===== src/rtl/rcv_pkg.sv =====
// Shared definitions for the rcv_sched request scheduler.
//   state_t  : scheduler FSM states
//   NREQ_DEF : default number of requesters
//   TMO_DEF  : default WAIT-state timeout in cycles
//   ID_W     : width of a requester index
//   next_ptr : round-robin successor of a requester index
package rcv_pkg;

    typedef enum logic [1:0] {
        ST_IDLE,
        ST_ISSUE,
        ST_WAIT,
        ST_RESP
    } state_t;

    localparam int NREQ_DEF = 3;
    localparam int TMO_DEF  = 16;
    localparam int ID_W     = 2;

    function automatic logic [ID_W-1:0] next_ptr(input logic [ID_W-1:0] idx, input int nreq);
        if (int'(idx) >= nreq - 1) begin
            return '0;
        end
        return idx + 1'b1;
    endfunction

endpackage


===== src/rtl/rcv_sched_if.sv =====
// Bundle of all non-clock signals around rcv_sched.
//   requester side : req, req_data, req_last (in), gnt (out)
//   response side  : rsp_valid, rsp_id, rsp_data, rsp_err (out)
//   rcv_c side     : rcv_c_in1/2/3 (out), rcv_c_out1/2 (in)
// master = the scheduler, slave = its environment (requesters and rcv_c).
interface rcv_sched_if #(
    parameter int NREQ = rcv_pkg::NREQ_DEF
);
    import rcv_pkg::*;

    logic [NREQ-1:0]   req;
    logic [8*NREQ-1:0] req_data;
    logic [NREQ-1:0]   req_last;
    logic [NREQ-1:0]   gnt;

    logic              rsp_valid;
    logic [ID_W-1:0]   rsp_id;
    logic [7:0]        rsp_data;
    logic              rsp_err;

    logic              rcv_c_in1;
    logic [7:0]        rcv_c_in2;
    logic              rcv_c_in3;
    logic [7:0]        rcv_c_out1;
    logic              rcv_c_out2;

    modport master (
        input  req, req_data, req_last, rcv_c_out1, rcv_c_out2,
        output gnt, rsp_valid, rsp_id, rsp_data, rsp_err,
               rcv_c_in1, rcv_c_in2, rcv_c_in3
    );

    modport slave (
        output req, req_data, req_last, rcv_c_out1, rcv_c_out2,
        input  gnt, rsp_valid, rsp_id, rsp_data, rsp_err,
               rcv_c_in1, rcv_c_in2, rcv_c_in3
    );

endinterface


===== src/rtl/rcv_rr_arb.sv =====
// Combinational round-robin picker.
//   req     : pending requests
//   ptr     : index where the search starts
//   lock    : burst lock active
//   owner   : requester holding the lock
//   win     : one-hot winner
//   win_idx : index of the winner
//   win_any : a winner exists
module rcv_rr_arb
    import rcv_pkg::*;
#(
    parameter int NREQ = NREQ_DEF
) (
    input  logic [NREQ-1:0] req,
    input  logic [ID_W-1:0] ptr,
    input  logic            lock,
    input  logic [ID_W-1:0] owner,
    output logic [NREQ-1:0] win,
    output logic [ID_W-1:0] win_idx,
    output logic            win_any
);

    logic [ID_W:0] sum;

    always_comb begin
        sum     = '0;
        win_idx = '0;
        win_any = 1'b0;
        win     = '0;
        if (lock && req[owner]) begin
            // A burst in progress keeps the scheduler while its owner still requests.
            win_idx = owner;
            win_any = 1'b1;
        end else begin
            // Walk ptr, ptr+1, ... (mod NREQ); the first pending request wins.
            for (int j = 0; j < NREQ; j++) begin
                sum = {1'b0, ptr} + (ID_W+1)'(j);
                if (sum >= (ID_W+1)'(NREQ)) begin
                    sum = sum - (ID_W+1)'(NREQ);
                end
                if (!win_any && req[sum[ID_W-1:0]]) begin
                    win_idx = sum[ID_W-1:0];
                    win_any = 1'b1;
                end
            end
        end
        if (win_any) begin
            win[win_idx] = 1'b1;
        end
    end

endmodule


===== src/rtl/rcv_sched.sv =====
// Round-robin scheduler that forwards one requester byte at a time to the
// rcv_c engine and returns its result (or a timeout) as a response.
//   clk : clock, rising edge
//   rst : asynchronous active-high reset
//   bus : rcv_sched_if.master carrying requester, response and rcv_c signals
// Only one rcv_c transaction is ever outstanding: IDLE -> ISSUE -> WAIT -> RESP.
module rcv_sched
    import rcv_pkg::*;
#(
    parameter int NREQ = NREQ_DEF,
    parameter int TMO  = TMO_DEF
) (
    input  logic        clk,
    input  logic        rst,
    rcv_sched_if.master bus
);

    state_t          state;
    logic [ID_W-1:0] cur_id;
    logic [ID_W-1:0] ptr;
    logic [ID_W-1:0] owner;
    logic            lock;
    logic [7:0]      cnt;

    logic [NREQ-1:0] win;
    logic [ID_W-1:0] win_idx;
    logic            win_any;

    rcv_rr_arb #(.NREQ(NREQ)) u_arb (
        .req     (bus.req),
        .ptr     (ptr),
        .lock    (lock),
        .owner   (owner),
        .win     (win),
        .win_idx (win_idx),
        .win_any (win_any)
    );

    always_ff @(posedge clk or posedge rst) begin
        if (rst) begin
            state         <= ST_IDLE;
            cur_id        <= '0;
            ptr           <= '0;
            owner         <= '0;
            lock          <= 1'b0;
            cnt           <= '0;
            bus.gnt       <= '0;
            bus.rsp_valid <= 1'b0;
            bus.rsp_id    <= '0;
            bus.rsp_data  <= '0;
            bus.rsp_err   <= 1'b0;
            bus.rcv_c_in1 <= 1'b0;
            bus.rcv_c_in2 <= '0;
            bus.rcv_c_in3 <= 1'b0;
        end else begin
            // Strobes are single-cycle unless a state below raises them.
            bus.gnt       <= '0;
            bus.rcv_c_in1 <= 1'b0;
            bus.rsp_valid <= 1'b0;

            case (state)
                // IDLE: arbitrate and latch the winner's byte onto the rcv_c operand lines.
                ST_IDLE: begin
                    if (lock && !bus.req[owner]) begin
                        lock <= 1'b0;
                    end
                    if (win_any) begin
                        cur_id        <= win_idx;
                        bus.gnt       <= win;
                        bus.rcv_c_in1 <= 1'b1;
                        bus.rcv_c_in2 <= bus.req_data[{win_idx, 3'b000} +: 8];
                        bus.rcv_c_in3 <= bus.req_last[win_idx];
                        state         <= ST_ISSUE;
                    end
                end

                // ISSUE: grant and start pulse are visible this cycle.
                ST_ISSUE: begin
                    cnt   <= '0;
                    state <= ST_WAIT;
                end

                // WAIT: done wins over a timeout landing in the same cycle.
                ST_WAIT: begin
                    if (bus.rcv_c_out2) begin
                        bus.rsp_valid <= 1'b1;
                        bus.rsp_id    <= cur_id;
                        bus.rsp_data  <= bus.rcv_c_out1;
                        bus.rsp_err   <= 1'b0;
                        state         <= ST_RESP;
                    end else if (cnt == 8'(TMO - 1)) begin
                        bus.rsp_valid <= 1'b1;
                        bus.rsp_id    <= cur_id;
                        bus.rsp_data  <= '0;
                        bus.rsp_err   <= 1'b1;
                        state         <= ST_RESP;
                    end else begin
                        cnt <= cnt + 8'd1;
                    end
                end

                // RESP: advance the pointer; a non-final byte that completed locks its owner.
                ST_RESP: begin
                    ptr   <= next_ptr(cur_id, NREQ);
                    owner <= cur_id;
                    lock  <= !bus.rcv_c_in3 && !bus.rsp_err;
                    state <= ST_IDLE;
                end

                default: state <= ST_IDLE;
            endcase
        end
    end

endmodule


===== src/flat_wrapper.sv =====
// flat-port wrapper written by rule: the top's interface ports become plain ports
module rcv_sched_flat import rcv_pkg::*;
#(
    parameter int NREQ = NREQ_DEF,
    parameter int TMO  = TMO_DEF
)
  (clk, rst, bus_req, bus_req_data, bus_req_last, bus_rcv_c_out1, bus_rcv_c_out2, bus_gnt, bus_rsp_valid, bus_rsp_id, bus_rsp_data, bus_rsp_err, bus_rcv_c_in1, bus_rcv_c_in2, bus_rcv_c_in3);
  rcv_sched_if #(.NREQ(NREQ)) bus_i ();
  input  logic clk;
  input  logic rst;
  input wire logic [$bits(bus_i.req)-1:0] bus_req;
  input wire logic [$bits(bus_i.req_data)-1:0] bus_req_data;
  input wire logic [$bits(bus_i.req_last)-1:0] bus_req_last;
  input wire logic [$bits(bus_i.rcv_c_out1)-1:0] bus_rcv_c_out1;
  input wire logic [$bits(bus_i.rcv_c_out2)-1:0] bus_rcv_c_out2;
  output wire logic [$bits(bus_i.gnt)-1:0] bus_gnt;
  output wire logic [$bits(bus_i.rsp_valid)-1:0] bus_rsp_valid;
  output wire logic [$bits(bus_i.rsp_id)-1:0] bus_rsp_id;
  output wire logic [$bits(bus_i.rsp_data)-1:0] bus_rsp_data;
  output wire logic [$bits(bus_i.rsp_err)-1:0] bus_rsp_err;
  output wire logic [$bits(bus_i.rcv_c_in1)-1:0] bus_rcv_c_in1;
  output wire logic [$bits(bus_i.rcv_c_in2)-1:0] bus_rcv_c_in2;
  output wire logic [$bits(bus_i.rcv_c_in3)-1:0] bus_rcv_c_in3;
  assign bus_i.req = bus_req;
  assign bus_i.req_data = bus_req_data;
  assign bus_i.req_last = bus_req_last;
  assign bus_i.rcv_c_out1 = bus_rcv_c_out1;
  assign bus_i.rcv_c_out2 = bus_rcv_c_out2;
  assign bus_gnt = bus_i.gnt;
  assign bus_rsp_valid = bus_i.rsp_valid;
  assign bus_rsp_id = bus_i.rsp_id;
  assign bus_rsp_data = bus_i.rsp_data;
  assign bus_rsp_err = bus_i.rsp_err;
  assign bus_rcv_c_in1 = bus_i.rcv_c_in1;
  assign bus_rcv_c_in2 = bus_i.rcv_c_in2;
  assign bus_rcv_c_in3 = bus_i.rcv_c_in3;
  rcv_sched #(.NREQ(NREQ), .TMO(TMO)) u_core (.clk(clk), .rst(rst), .bus(bus_i));
endmodule

===== config.mk =====
export PLATFORM = sky130hd
export DESIGN_NAME = rcv_sched_flat
export DESIGN_NICKNAME = d
export VERILOG_FILES = /design/src/rtl/rcv_pkg.sv /design/src/rtl/rcv_sched_if.sv /design/src/rtl/rcv_rr_arb.sv /design/src/rtl/rcv_sched.sv /design/src/flat_wrapper.sv
export SDC_FILE = /design/constraint.sdc
export NUM_CORES = 1
export LEC_CHECK = 0
export CAP_MARGIN = 20
export CORE_MARGIN = 2
export CORE_UTILIZATION = 43
export DETAILED_ROUTE_END_ITERATION = 12
export GPL_TIMING_DRIVEN = 0
export PLACE_DENSITY_LB_ADDON = 0.1
export SETUP_SLACK_MARGIN = 0.5
export SKIP_CTS_REPAIR_TIMING = 1
export SLEW_MARGIN = 20
export SYNTH_ARGS = -nofsm -noshare
export SYNTH_HDL_FRONTEND = slang
export SYNTH_HIERARCHICAL = 1
export SYNTH_SLANG_ARGS = --single-unit

===== constraint.sdc =====
create_clock -name clk -period 2.5 [get_ports clk]
set_input_delay 0.25 -clock clk [delete_from_list [all_inputs] [get_ports clk]]
set_output_delay 0.25 -clock clk [all_outputs]
set_load 0.1 [all_outputs]

**After elaboration in Yosys (flattened, before gate mapping)**

Index checks and enable logic that the tools add are counted.

- Flip-flop bits (word level): 42
- Input port bits: 41
- Output and inout port bits: 25
- Word-level logic and storage cells: 115

- $add $sub $neg: 7
- Order comparisons: 10
- Eq/ne operators: 9
- Shifts and indexed selects: 1
- Multiplexer cells: 54
- Reduce and logical (&&, ||, !) cells: 20

Operators by type and width:

| kind | count |
|---|---|
| 2-to-1 mux 2 bit | 17 |
| 2-to-1 mux 8 bit | 4 |
| variable part select 24 x 6 -> 8 bit | 1 |
| 2-to-1 mux 1 bit | 22 |
| case mux 8 bit (2 select lines) | 1 |
| less-than comparator 2 x 3 -> 1 bit (second input constant) | 5 |
| binary-select mux 1 bit (select 2 bit) | 5 |
| adder 8 x 1 -> 8 bit (second input constant) | 1 |
| == test 8 x 4 -> 1 bit (second input constant) | 1 |
| case mux 2 bit (4 select lines) | 1 |
| AND reduction 2 bit | 4 |
| >= comparator 3 x 2 -> 1 bit (second input constant) | 2 |
| logical AND 1 bit | 6 |
| 2-to-1 mux 3 bit | 2 |
| != test 2 bit (second input constant) | 3 |
| nonzero test 2 bit | 3 |
| subtractor 2 bit (second input constant) | 3 |
| zero test 1 bit | 5 |
| == test 2 bit (second input constant) | 2 |
| >= comparator 2 bit (second input constant) | 2 |
| adder 2 x 1 -> 3 bit (second input constant) | 1 |
| adder 2 x 2 -> 3 bit (second input constant) | 1 |
| != test 3 x 2 -> 1 bit (second input constant) | 1 |
| AND reduction 3 bit | 1 |
| 7 further kinds | 7 |

**Depth between registers and ports, before layout**

- Depth after elaboration: 22
- Gate-level depth with buffers: 12

**Cells and area by module**

Netlist, hierarchy kept.

Modules (own cells, without submodules):

| module | instances | cells an instance | area each (um^2) | seq. area each (um^2) |
|---|---|---|---|---|
| rcv_sched | 1 | 180 | 1954.4 | 1051.0 |
| rcv_rr_arb | 1 | 40 | 342.8 | 0.0 |

**Worst setup path after synthesis**

OpenSTA, ideal clock, no wires.

- Path kind: flip-flop to flip-flop
- Start: reg u_core.ptr[0]
- End: reg u_core/bus.rcv_c_in2[0] in the netlist's numbering
- Setup time: 134 ps
- Arrival time: 2379 ps
- Required time: 2366 ps
- Path slack: -13 ps
- Stages on the path, launching flop included: 13
- Path buffers: 1
- Clock period less this slack: 2513 ps
- Cell sequence: dfrtp_1 > inv_1 > ha_1 > mux2_4 > mux2i_4 > o221ai_2 > a221o_1 > nand2_1 > buf_2 > mux2i_1 > nor2_1 > a21oi_1 > o21ai_0

- Word-level cells in the longest chain between the ends: 16
- Elaborated cells between the ends (all ways): 36
- Those cells by class: 5 x add/sub; 3 x order compare; 1 x shift; 22 x mux; 5 x reduce/logical

RTL lines:

| item | RTL line | RTL |
|---|---|---|
| start, declared | rcv_sched.sv:20 | `logic [ID_W-1:0] ptr;` |
| start signal, assigned | rcv_sched.sv:104 | `ptr <= next_ptr(cur_id, NREQ);` |
| parallel branches: the longest is 13 deep, another holds adder 2 x 1 -> 3 bit | -- |  |
| 2-to-1 mux 2 bit * | rcv_rr_arb.sv:41 | `if (!win_any && req[sum[ID_W-1:0]]) begin` |
| 2-to-1 mux 2 bit * | rcv_rr_arb.sv:30 | `if (lock && req[owner]) begin` |
| named net u_core.win_idx[1] | rcv_sched.sv:26 | `logic [ID_W-1:0] win_idx;` |
| variable part select 24 x 6 -> 8 bit * | rcv_sched.sv:71 | `bus.rcv_c_in2 <= bus.req_data[{win_idx, 3'b000} +: 8];` |
| end signal, assigned | rcv_sched.sv:71 |  |
| end, declared | rcv_sched_if.sv:30 | `rcv_c_in1, rcv_c_in2, rcv_c_in3` |

Mark *: on every way through the listed nets, which the timed path passes. The select of a mux whose other input is x is not followed.
A chain may end at the register's enable or synchronous reset.

**Worst setup path after layout**

- Start: reg u_core.ptr[0]
- End: reg u_core/bus.rcv_c_in2[5] in the netlist's numbering

Same word-level chain as after synthesis.

==> qor_table.md <==
| Item | Reported | Unit |
|---|---|---|
| Outcome | finished, violations left | - |
| Crit path buffers/inverters | 2 | - |
| Post-DR vias/cell | 5.26 | - |
| Worst-Skew Late Latency | 0.29 | ns |
| Wire length reported by the detailed router | 5370 | um |
| Slowest cell delay on critical path | 0.43 | ns |
| Number of antenna diodes | 0 | - |
| Fill cell count | 444 | - |
| Cells along the critical path | inv_2 -> ha_4 -> mux2_4 -> mux2i_4 -> o221ai_2 -> a221o_1 -> nand2_4 -> buf_8 -> mux2i_1 -> nor2_1 -> a21oi_1 -> o21ai_1 | - |
| Net count of the mapped netlist | 270 | - |
| FF+latch count, synth | 42 | - |
| Clock tree from TritonCTS | built | - |
| Die span in y | 77.1 | um |
| Combinational family with the most area after synthesis | simple AND/OR/NAND/NOR gates | - |
| Yosys warnings | 6 | - |
| Remaining number of nets flagged by the antenna check after routing | 0 | - |
| Worst Slack Setup Final | -0.104 | ns |
| Final HPWL from detailed placement | 3870 | um |
| Maximum number of pins on one net before global-route repair | 24 | - |
| Fin util | 65.1 | % |
| Core box area | 5140 | um2 |
| CTS Sinks | 42 | - |
| Post-synthesis mux area share | 13.2 | % |
| Starting utilization of the core area | 44.7 | % |
| Fraction of the yosys area taken by sequential cells | 45.8 | % |
| Startpoint Class | flop | - |
| Number of buffers added by the clock tree synthesis step | 5 | - |
| Clock input transition at the sequential cells of the worst setup and hold paths | 0.08 | ns |
| Die footprint | 5940 | um2 |
| Number of synthesized flops with an enable pin | 0 | - |
| Number of setup violations in the final report | 9 | - |
| Dpl cells | 356 | - |
| Violated checks | negative setup slack | - |
| Number of standard cells after synthesis | 220 | - |
| Top Family by Delay on Critical Path | compound AO/OA/AOI/OAI gates | - |
| Vias | 1952 | - |
| RSZ-0062 raised after global routing | yes | - |
| Setup clock skew after layout | 0.00269 | ns |
| Final clock period utilization by the worst path | 104 | % |
| Slowest cell on crit path | sky130_fd_sc_hd__dfrtp_1 | - |
| Area share of fa/ha/maj cells after synthesis | 4.90 | % |
| Synth cell types | 47 | - |
| H-tree level count | 2 | - |
| Clock root buffer | sky130_fd_sc_hd__clkbuf_8 | - |
| Grt ovf | 0 | - |
| Main synth FF type | sky130_fd_sc_hd__dfrtp_1 | - |
| Buffers from clock root to sink, at most | 2 | - |
| Global placer's final weighted congestion | 0.857 | - |
| Initial detailed-routing violation count | 101 | - |
| Port Buffer Count | 65 | - |
| Post-route insts no fill | 371 | - |
| Post-detailed-route DRC marker count | 0 | - |
| Critical Path End Type | flop | - |
| WL per Instance | 14.5 | um |
| Global router's overall resource usage | 18.2 | % |
| XOR/XNOR Fraction of Synth Area | 0.381 | % |
| Mean area per synthesized cell | 10.4 | um2 |
| Fraction of final layout cells with drive strength greater than 1 | 15.6 | % |
| First-pass GRT wire length | 8760 | um |
| Site Rows | 26 | - |
| Antenna violations before repair | 0 | - |
| Number of failing hold endpoints at the final stage | 0 | - |
| Simple logic cell fraction of the synthesized area | 16.2 | % |
| Cell area after synthesis | 2300 | um2 |
| Crit path time final | 2.60 | ns |
| Horizontal die dimension | 77.1 | um |
| Worst-case hold slack | 0.320 | ns |
| Max-slew violation count | 0 | - |
| Worst hold path class | in2async | - |
| Area growth from synthesis to layout | 45.7 | % |
| Relative slew margins | 33.7 | % |
| Synth Area in Compound Gates | 15.7 | % |
| Number of iterations in the first detailed-routing pass | 4 | - |
| Largest fanout on the critical path | 5 | - |
| Maximum capacitance violations | 0 | - |
| Vias in the first global route | 1880 | - |
| Maximum clock frequency | 384 | MHz |
| Fin nets | 351 | - |
| Share of synthesized registers carrying an async set or reset | 100 | % |
| I/O pin count | 66 | - |
| Crit path kind | reg2reg | - |
| Actual slew at the worst max-slew pin | 0.993 | ns |
| Required time worst endpoint | 2.67 | ns |
| Arrival time reported for the critical path endpoint | 2.78 | ns |
[per-layer routing]
metal | share of wire [%] | vias up | GRT usage [%] | routed length (um)
met5 | 0 | - | 0 | 0
met3 | 4.7 | 4 | 5.88 | 253
met1 | 45 | 957 | 23.3 | 2400
met2 | 50 | 37 | 29.3 | 2690
li1 | - | 954 | - | -
met4 | 0.50 | 0 | 5.71 | 27
[placed cells by master (no fill, tap or decap), types with 2 or more instances in the layout]
cell type and count:
sky130_fd_sc_hd__dlymetal6s2s_1 25, sky130_fd_sc_hd__buf_2 2, sky130_fd_sc_hd__nand3b_1 3, sky130_fd_sc_hd__clkdlybuf4s50_1 40
sky130_fd_sc_hd__o21ai_1 9, sky130_fd_sc_hd__a21oi_1 13, sky130_fd_sc_hd__clkbuf_8 6, sky130_fd_sc_hd__o22ai_1 3
sky130_fd_sc_hd__and2_1 2, sky130_fd_sc_hd__clkinv_2 2, sky130_fd_sc_hd__nor2_1 12, sky130_fd_sc_hd__o21ai_2 3
sky130_fd_sc_hd__a22o_1 8, sky130_fd_sc_hd__nand2_1 19, sky130_fd_sc_hd__inv_2 2, sky130_fd_sc_hd__and4b_1 2
sky130_fd_sc_hd__nand4_1 3, sky130_fd_sc_hd__buf_6 2, sky130_fd_sc_hd__inv_1 10, sky130_fd_sc_hd__o22a_1 2
sky130_fd_sc_hd__nand2b_1 6, sky130_fd_sc_hd__o31ai_1 4, sky130_fd_sc_hd__nor2b_1 2, sky130_fd_sc_hd__and3_1 5
sky130_fd_sc_hd__nand4b_1 2, sky130_fd_sc_hd__dfrtp_1 41, sky130_fd_sc_hd__ha_1 8, sky130_fd_sc_hd__buf_4 6
sky130_fd_sc_hd__nand3_1 2, sky130_fd_sc_hd__mux2i_4 2, sky130_fd_sc_hd__mux2i_1 17, sky130_fd_sc_hd__mux2_2 6
sky130_fd_sc_hd__mux2_4 2, sky130_fd_sc_hd__o21ai_0 3
[cell families (layout without fill, tap and decap cells)]
group                      count (synthesis)  after routing
and+or+nand+nor                           68             68
AOI/OAI and AO/OA                         53             53
DFF                                       42             42
muxes                                     27             27
buffers and inverters                     20            101
adders and majority gates                  9              9
xor gates and xnor gates                   1              1
[cell usage after synthesis, drive strengths merged (3+ instances only)]
cell    count  share of area, %
a22o        8               3.1
a21oi      13               2.8
o31ai       4               1.3
o21ai      15               3.6
clkbuf      4              0.65
mux2        8               4.2
mux2i      19               9.0
nand2      21               3.4
nor2       12               2.0
o22ai       3              0.82
nand3b      3              0.98
dfrtp      42                46
inv        12               2.0
nand2b      6               1.6
nand4       3              0.82
and3        5               1.4
buf         4               1.1
ha          9               4.9
[flip-flops by register name, summed over array words and instances, names as in the netlist]
| name | count |
|---|---|
| u_core/bus.rcv_c_in2 | 8 |
| u_core/bus.rsp_id | 2 |
| u_core/bus.rsp_err | 1 |
| u_core/cnt | 8 |
| u_core/bus.rsp_valid | 1 |
| u_core/state | 2 |
| u_core/cur_id | 2 |
| u_core/bus.rcv_c_in1 | 1 |
| u_core/bus.gnt | 3 |
| u_core/owner | 2 |
| u_core/bus.rsp_data | 8 |
| u_core/ptr | 2 |
| u_core/bus.rcv_c_in3 | 1 |
| u_core/lock | 1 |
[path summary, 6_finish.rpt]
check / from / end / slack (ns) / depth (start not counted)
worst max register to register: u_core/ptr[0]$_DFFE_PP0P_ / u_core/bus.rcv_c_in2[5]$_DFFE_PP0P_ / -0.10 / 12
min in group clk: u_core/cnt[7]$_DFFE_PP0P_ / u_core/cnt[7]$_DFFE_PP0P_ / 0.50 / 1
worst min-delay path: rst / u_core/bus.rsp_valid$_DFF_PP0_ / 0.32 / 2
worst min register to register: u_core/cnt[7]$_DFFE_PP0P_ / u_core/cnt[7]$_DFFE_PP0P_ / 0.50 / 1
max in group asynchronous: rst / u_core/ptr[1]$_DFFE_PP0P_ / 1.69 / 3
worst max-delay path: u_core/ptr[0]$_DFFE_PP0P_ / u_core/bus.rcv_c_in2[5]$_DFFE_PP0P_ / -0.10 / 12
[area by class of cell]
| class | instances | area [um2] | area share (%) |
|---|---|---|---|
| Clock inverter | 2 | 10.0 | 0.299 |
| Clock buffer | 5 | 68.8 | 2.06 |
| Inverter | 12 | 45.0 | 1.35 |
| Multi-Input combinational cell | 158 | 1190 | 35.7 |
| Buffer | 8 | 66.3 | 1.98 |
| Tap cell | 70 | 87.6 | 2.62 |
| Timing Repair Buffer | 74 | 822 | 24.6 |
| Sequential cell | 42 | 1050 | 31.4 |
[through the flow]
| stage | setup TNS (ns) | cell area, um2 | worst slack [ns] |
|---|---|---|---|
| 6_report | -0.450 | 3350 | -0.104 |
| 5_1_grt | -1.90 | 3350 | -0.221 |
| 4_1_cts | -1.21 | 3170 | -0.184 |
| 3_5_place_dp | -1.71 | 3090 | -0.232 |
| 3_3_place_gp | -1.61 | 3060 | -0.227 |
| 2_1_floorplan | 0 | 2320 | 0.143 |
Power is not shown: default switching activity piles up to over one toggle a cycle in this logic, so the estimate is an artifact.
